==> src/rtl/dcache_uncached_bridge.sv <==
// Uncached data-cache bridge: turns one CPU load/store request at a time into
// single-beat AXI-style read or write bus transactions.
module dcache_uncached_bridge (
    input  logic        clk,
    input  logic        rst,
    // CPU request/response
    input  logic        req,
    input  logic        wr,
    input  logic [1:0]  size,
    input  logic [31:0] addr,
    input  logic [31:0] wdata,
    input  logic [3:0]  wstrb,
    output logic        addr_ok,
    output logic        data_ok,
    output logic [31:0] rdata,
    // bus read
    output logic        arvalid,
    output logic [31:0] araddr,
    output logic [2:0]  arsize,
    input  logic        arready,
    input  logic        rvalid,
    input  logic [31:0] rdata_i,
    output logic        rready,
    // bus write
    output logic        awvalid,
    output logic [31:0] awaddr,
    output logic [2:0]  awsize,
    input  logic        awready,
    output logic        wvalid,
    output logic [31:0] wdata_o,
    output logic [3:0]  wstrb_o,
    output logic        wlast,
    input  logic        wready,
    input  logic        bvalid,
    output logic        bready
);

    localparam int unsigned ADDR_W = 32;
    localparam int unsigned DATA_W = 32;
    localparam int unsigned STRB_W = 4;
    localparam int unsigned SIZE_W = 2;

    typedef enum logic [2:0] {
        S_IDLE,
        S_AR,
        S_R,
        S_AWW,
        S_B,
        S_DONE
    } state_t;

    state_t              state_q, state_d;
    logic [SIZE_W-1:0]   size_q, size_d;
    logic [ADDR_W-1:0]   addr_q, addr_d;
    logic [DATA_W-1:0]   wdata_q, wdata_d;
    logic [STRB_W-1:0]   wstrb_q, wstrb_d;
    logic [DATA_W-1:0]   rdata_q, rdata_d;
    logic                aw_done_q, aw_done_d;
    logic                w_done_q, w_done_d;
    logic                arvalid_q, arvalid_d;
    logic                rready_q, rready_d;
    logic                awvalid_q, awvalid_d;
    logic                wvalid_q, wvalid_d;
    logic                bready_q, bready_d;
    logic                data_ok_q, data_ok_d;
    logic                addr_ok_c;

    // State, request latch and registered bus controls
    always_ff @(posedge clk or posedge rst) begin
        if (rst) begin
            state_q   <= S_IDLE;
            size_q    <= '0;
            addr_q    <= '0;
            wdata_q   <= '0;
            wstrb_q   <= '0;
            rdata_q   <= '0;
            aw_done_q <= 1'b0;
            w_done_q  <= 1'b0;
            arvalid_q <= 1'b0;
            rready_q  <= 1'b0;
            awvalid_q <= 1'b0;
            wvalid_q  <= 1'b0;
            bready_q  <= 1'b0;
            data_ok_q <= 1'b0;
        end else begin
            state_q   <= state_d;
            size_q    <= size_d;
            addr_q    <= addr_d;
            wdata_q   <= wdata_d;
            wstrb_q   <= wstrb_d;
            rdata_q   <= rdata_d;
            aw_done_q <= aw_done_d;
            w_done_q  <= w_done_d;
            arvalid_q <= arvalid_d;
            rready_q  <= rready_d;
            awvalid_q <= awvalid_d;
            wvalid_q  <= wvalid_d;
            bready_q  <= bready_d;
            data_ok_q <= data_ok_d;
        end
    end

    // Next state; bus controls are decoded from the next state so they are flops
    always_comb begin
        state_d   = state_q;
        size_d    = size_q;
        addr_d    = addr_q;
        wdata_d   = wdata_q;
        wstrb_d   = wstrb_q;
        rdata_d   = rdata_q;
        aw_done_d = aw_done_q;
        w_done_d  = w_done_q;
        addr_ok_c = req && (state_q == S_IDLE);

        case (state_q)
            S_IDLE: begin
                if (addr_ok_c) begin
                    size_d    = size;
                    addr_d    = addr;
                    wdata_d   = wdata;
                    wstrb_d   = wstrb;
                    aw_done_d = 1'b0;
                    w_done_d  = 1'b0;
                    state_d   = wr ? S_AWW : S_AR;
                end
            end
            S_AR: begin
                if (arvalid_q && arready) begin
                    state_d = S_R;
                end
            end
            S_R: begin
                if (rvalid) begin
                    rdata_d = rdata_i;
                    state_d = S_DONE;
                end
            end
            S_AWW: begin
                if (awvalid_q && awready) begin
                    aw_done_d = 1'b1;
                end
                if (wvalid_q && wready) begin
                    w_done_d = 1'b1;
                end
                if (aw_done_d && w_done_d) begin
                    state_d = S_B;
                end
            end
            S_B: begin
                if (bvalid) begin
                    state_d = S_DONE;
                end
            end
            S_DONE: begin
                state_d = S_IDLE;
            end
            default: begin
                state_d = S_IDLE;
            end
        endcase

        arvalid_d = (state_d == S_AR);
        rready_d  = (state_d == S_R);
        awvalid_d = (state_d == S_AWW) && !aw_done_d;
        wvalid_d  = (state_d == S_AWW) && !w_done_d;
        bready_d  = (state_d == S_B);
        data_ok_d = (state_d == S_DONE);
    end

    assign addr_ok = addr_ok_c;
    assign data_ok = data_ok_q;
    assign rdata   = rdata_q;

    assign arvalid = arvalid_q;
    assign araddr  = addr_q;
    assign arsize  = {1'b0, size_q};
    assign rready  = rready_q;

    assign awvalid = awvalid_q;
    assign awaddr  = addr_q;
    assign awsize  = {1'b0, size_q};
    assign wvalid  = wvalid_q;
    assign wdata_o = wdata_q;
    assign wstrb_o = wstrb_q;
    assign wlast   = wvalid_q;
    assign bready  = bready_q;

endmodule

==> config.mk <==
export PLATFORM = sky130hd
export DESIGN_NAME = dcache_uncached_bridge
export DESIGN_NICKNAME = d
export VERILOG_FILES = /design/src/rtl/dcache_uncached_bridge.sv
export SDC_FILE = /design/constraint.sdc
export NUM_CORES = 1
export LEC_CHECK = 0
export ABC_AREA = 0
export CORE_ASPECT_RATIO = 1.5
export CORE_MARGIN = 3
export CORE_UTILIZATION = 32
export DETAILED_ROUTE_END_ITERATION = 6
export PLACE_DENSITY = 0.66
export SYNTH_ARGS = -nofsm -noshare
export SYNTH_HDL_FRONTEND = slang
export SYNTH_SLANG_ARGS = --single-unit
export TNS_END_PERCENT = 10
==> constraint.sdc <==
create_clock -name clk -period 5.2 [get_ports clk]
set_clock_uncertainty 0.1 [all_clocks]
set_input_delay 0.78 -clock clk [delete_from_list [all_inputs] [get_ports clk]]
set_output_delay 0.78 -clock clk [all_outputs]
set_load 0.05 [all_outputs]
==> metrics <==
clk_lat worst skew roughly 0.40 ns; die area about 16,000 um2; outcome completed; CTS Sinks ~110; DR vias 3,308; Hold/Removal Path Class register to register; height of the die around 150 um; Final Hold Fails 0; antenna cell count 0; largest net degree at the start of global routing 74; Vias/cell approximately 4.5; Iteration-0 DRC Markers between 60 and 70; first-pass GRT wire length about 19,000 um; post-DP HPWL 9120 um; clock slew at reported path FFs around 0.050 ns; detailed-route DRC error count 0; top-count cell post-synth dfrtp_1; vias in the first global route around 3,500; CP most frequent cell clkdlybuf4s50_1; Port Buf Inserts roughly 250; largest fanout on the critical path 4; setup repair after global routing missed its margin no; die width approximately 100 um; WL final 12,200 um; critical path buffer and inverter count 2; root buffer cell clkbuf_16; Slew HR a little over a third; P&R area growth vs syn 63.9%; Mapped Area approximately 4700 um2; GPL Wtd Cong between 0.7 and 0.8; Setup Viol. Count Final 0; Final Slew Violations 0; Max stage delay cell, worst path clkdlybuf4s50_1; CTS Hold Buffers Added 0; cell taking the most area after synthesis dfrtp_1; Total Nets Final 643; initial antenna violation count 0; commonest cells in the netlist 113 x dfrtp_1, 56 x mux2_1, 46 x mux2_2; worst slew pin tran about 0.98 ns; crit-path cells clkdlybuf4s50_1 > nor4b_4 > clkdlybuf4s50_1; initial core utilization 33.0%; startpoint types input port; io pins about 260; Yosys cell types 26; R2R Setup Slk roughly 2.8 ns; TritonCTS clock tree done; remaining antenna violation count 0; Worst Path Arrival 2.45 ns; warnings from Yosys 0; max-cap check violation count 0; Yosys top cell area share about 61%; Worst Setup End Kind primary output; Post-synth top flop dfrtp_1; CORE AREA ~14,000 um2; sequential fraction of the synthesis area between 60% and 70%; critical path class input port to primary output; fin crit share 64.1%; flops & latches, synth approximately 110; Core Util, Final roughly 54%; critical path required time between 4 and 5 ns; Synth Instances 307; CTS max path bufs 2; Setup Buffers After CTS 0; syn avg cell area around 15 um2; fin crit period between 3 and 4 ns; Post-synth EDFFs 0; drt pass-1 iters 4; layout cells sized above 1 between 10% and 20%; Synth async-reset ratio 100%; H-tree depth 4; Overflow after GRT 0; biggest cell delay along the critical path about 0.87 ns; GRT Overall Usage between 10% and 20%; CTS resizes 0; critical path's top delay family buffers and inverters; Area contributors post-synth dfrtp_1 61%, mux2_1 14%, mux2_2 11%; Site Rows between 50 and 60; setup TNS 0 ns; WL/cell ~17 um; total CTS buffers 17; Peak Freq approximately 300 MHz; # fillers around 1,200
[sequential cells by signal (all words and copies together) (netlist names)]
signal	flops
data_ok	1
wlast	1
state_q	3
bready	1
araddr	32
size_q	2
arvalid	1
wstrb_o	4
rdata	32
aw_done_q	1
w_done_q	1
rready	1
wdata_o	32
awvalid	1
[area by class of cell]
type | count | area, um2 | area share [%]
Tap cell | 192 | 240 | 3.15
Clock inverter | 10 | 109 | 1.43
Timing Repair Buffer | 258 | 2570 | 33.7
Sequential cell | 113 | 2830 | 37.0
Multi-Input combinational cell | 139 | 1400 | 18.3
Clock buffer | 22 | 474 | 6.21
Inverter | 3 | 13.8 | 0.180
[metrics by stage]
step,hold WS [ns],std cells,instance area [um2],setup slack [ns]
after global placement,0.367,705,7050,1.86
final,0.384,737,7630,1.87
after detailed placement,0.374,705,7050,1.84
after global routing,0.395,737,7630,1.78
after CTS,0.385,737,7630,1.83
after floorplan,0.363,308,4660,1.33
[path summary, 6_finish.rpt]
kind,end,cells after the start,start
max in group asynchronous,araddr[27]$_DFFE_PP0P_,3,rst
worst min-delay path,wdata_o[27]$_DFFE_PP0P_,1,wdata_o[27]$_DFFE_PP0P_
worst min register to register,wdata_o[27]$_DFFE_PP0P_,1,wdata_o[27]$_DFFE_PP0P_
worst max-delay path,addr_ok,3,req
worst max register to register,size_q[0]$_DFFE_PP0P_,3,state_q[2]$_DFF_PP0_
min in group asynchronous,rdata[5]$_DFFE_PP0P_,2,rst
[per-layer routing]
layer	track usage, %	vias to the layer above	share of wire [%]
li1	-	1480	-
met1	15.8	1636	36
met2	27.5	178	53
met3	6.17	14	9.2
met4	5.45	0	1.6
met5	0	-	0
[cells in the final DEF, fill, tap and decap left out]
| cell type | instances |
|---|---|
| and4b_1 | 1 |
| bufinv_16 | 2 |
| inv_1 | 2 |
| nand3b_1 | 2 |
| a221o_1 | 1 |
| clkdlybuf4s50_1 | 254 |
| clkinvlp_4 | 2 |
| a21o_1 | 1 |
| clkbuf_8 | 3 |
| buf_4 | 4 |
| clkbuf_16 | 17 |
| inv_4 | 1 |
| a21oi_1 | 6 |
| clkbuf_1 | 2 |
| o2bb2ai_1 | 1 |
| clkinv_4 | 1 |
| mux2_2 | 46 |
| and3b_1 | 1 |
| nor4b_4 | 1 |
| clkinv_2 | 5 |
| nand3_1 | 3 |
| mux2_1 | 56 |
| nor4bb_4 | 1 |
| o21ai_0 | 1 |
| nand2_1 | 4 |
| a31oi_1 | 3 |
| o32ai_1 | 1 |
| nor2_1 | 6 |
| conb_1 | 2 |
| o211ai_1 | 2 |
| dfrtp_1 | 113 |
[kinds of logic (layout without fill, tap and decap cells)]
group | count (synthesis) | count (layout) | synth area share (%)
and+or+nand+nor | 19 | 19 | 2.58
AOI/OAI and AO/OA | 16 | 16 | 2.23
DFF | 113 | 113 | 60.7
muxes | 102 | 102 | 24.7
other | 1 | 2 | 0.0805
buffers and inverters | 56 | 293 | 9.73
Power is not shown: default switching activity piles up to over one toggle a cycle in this logic, so the estimate is an artifact.
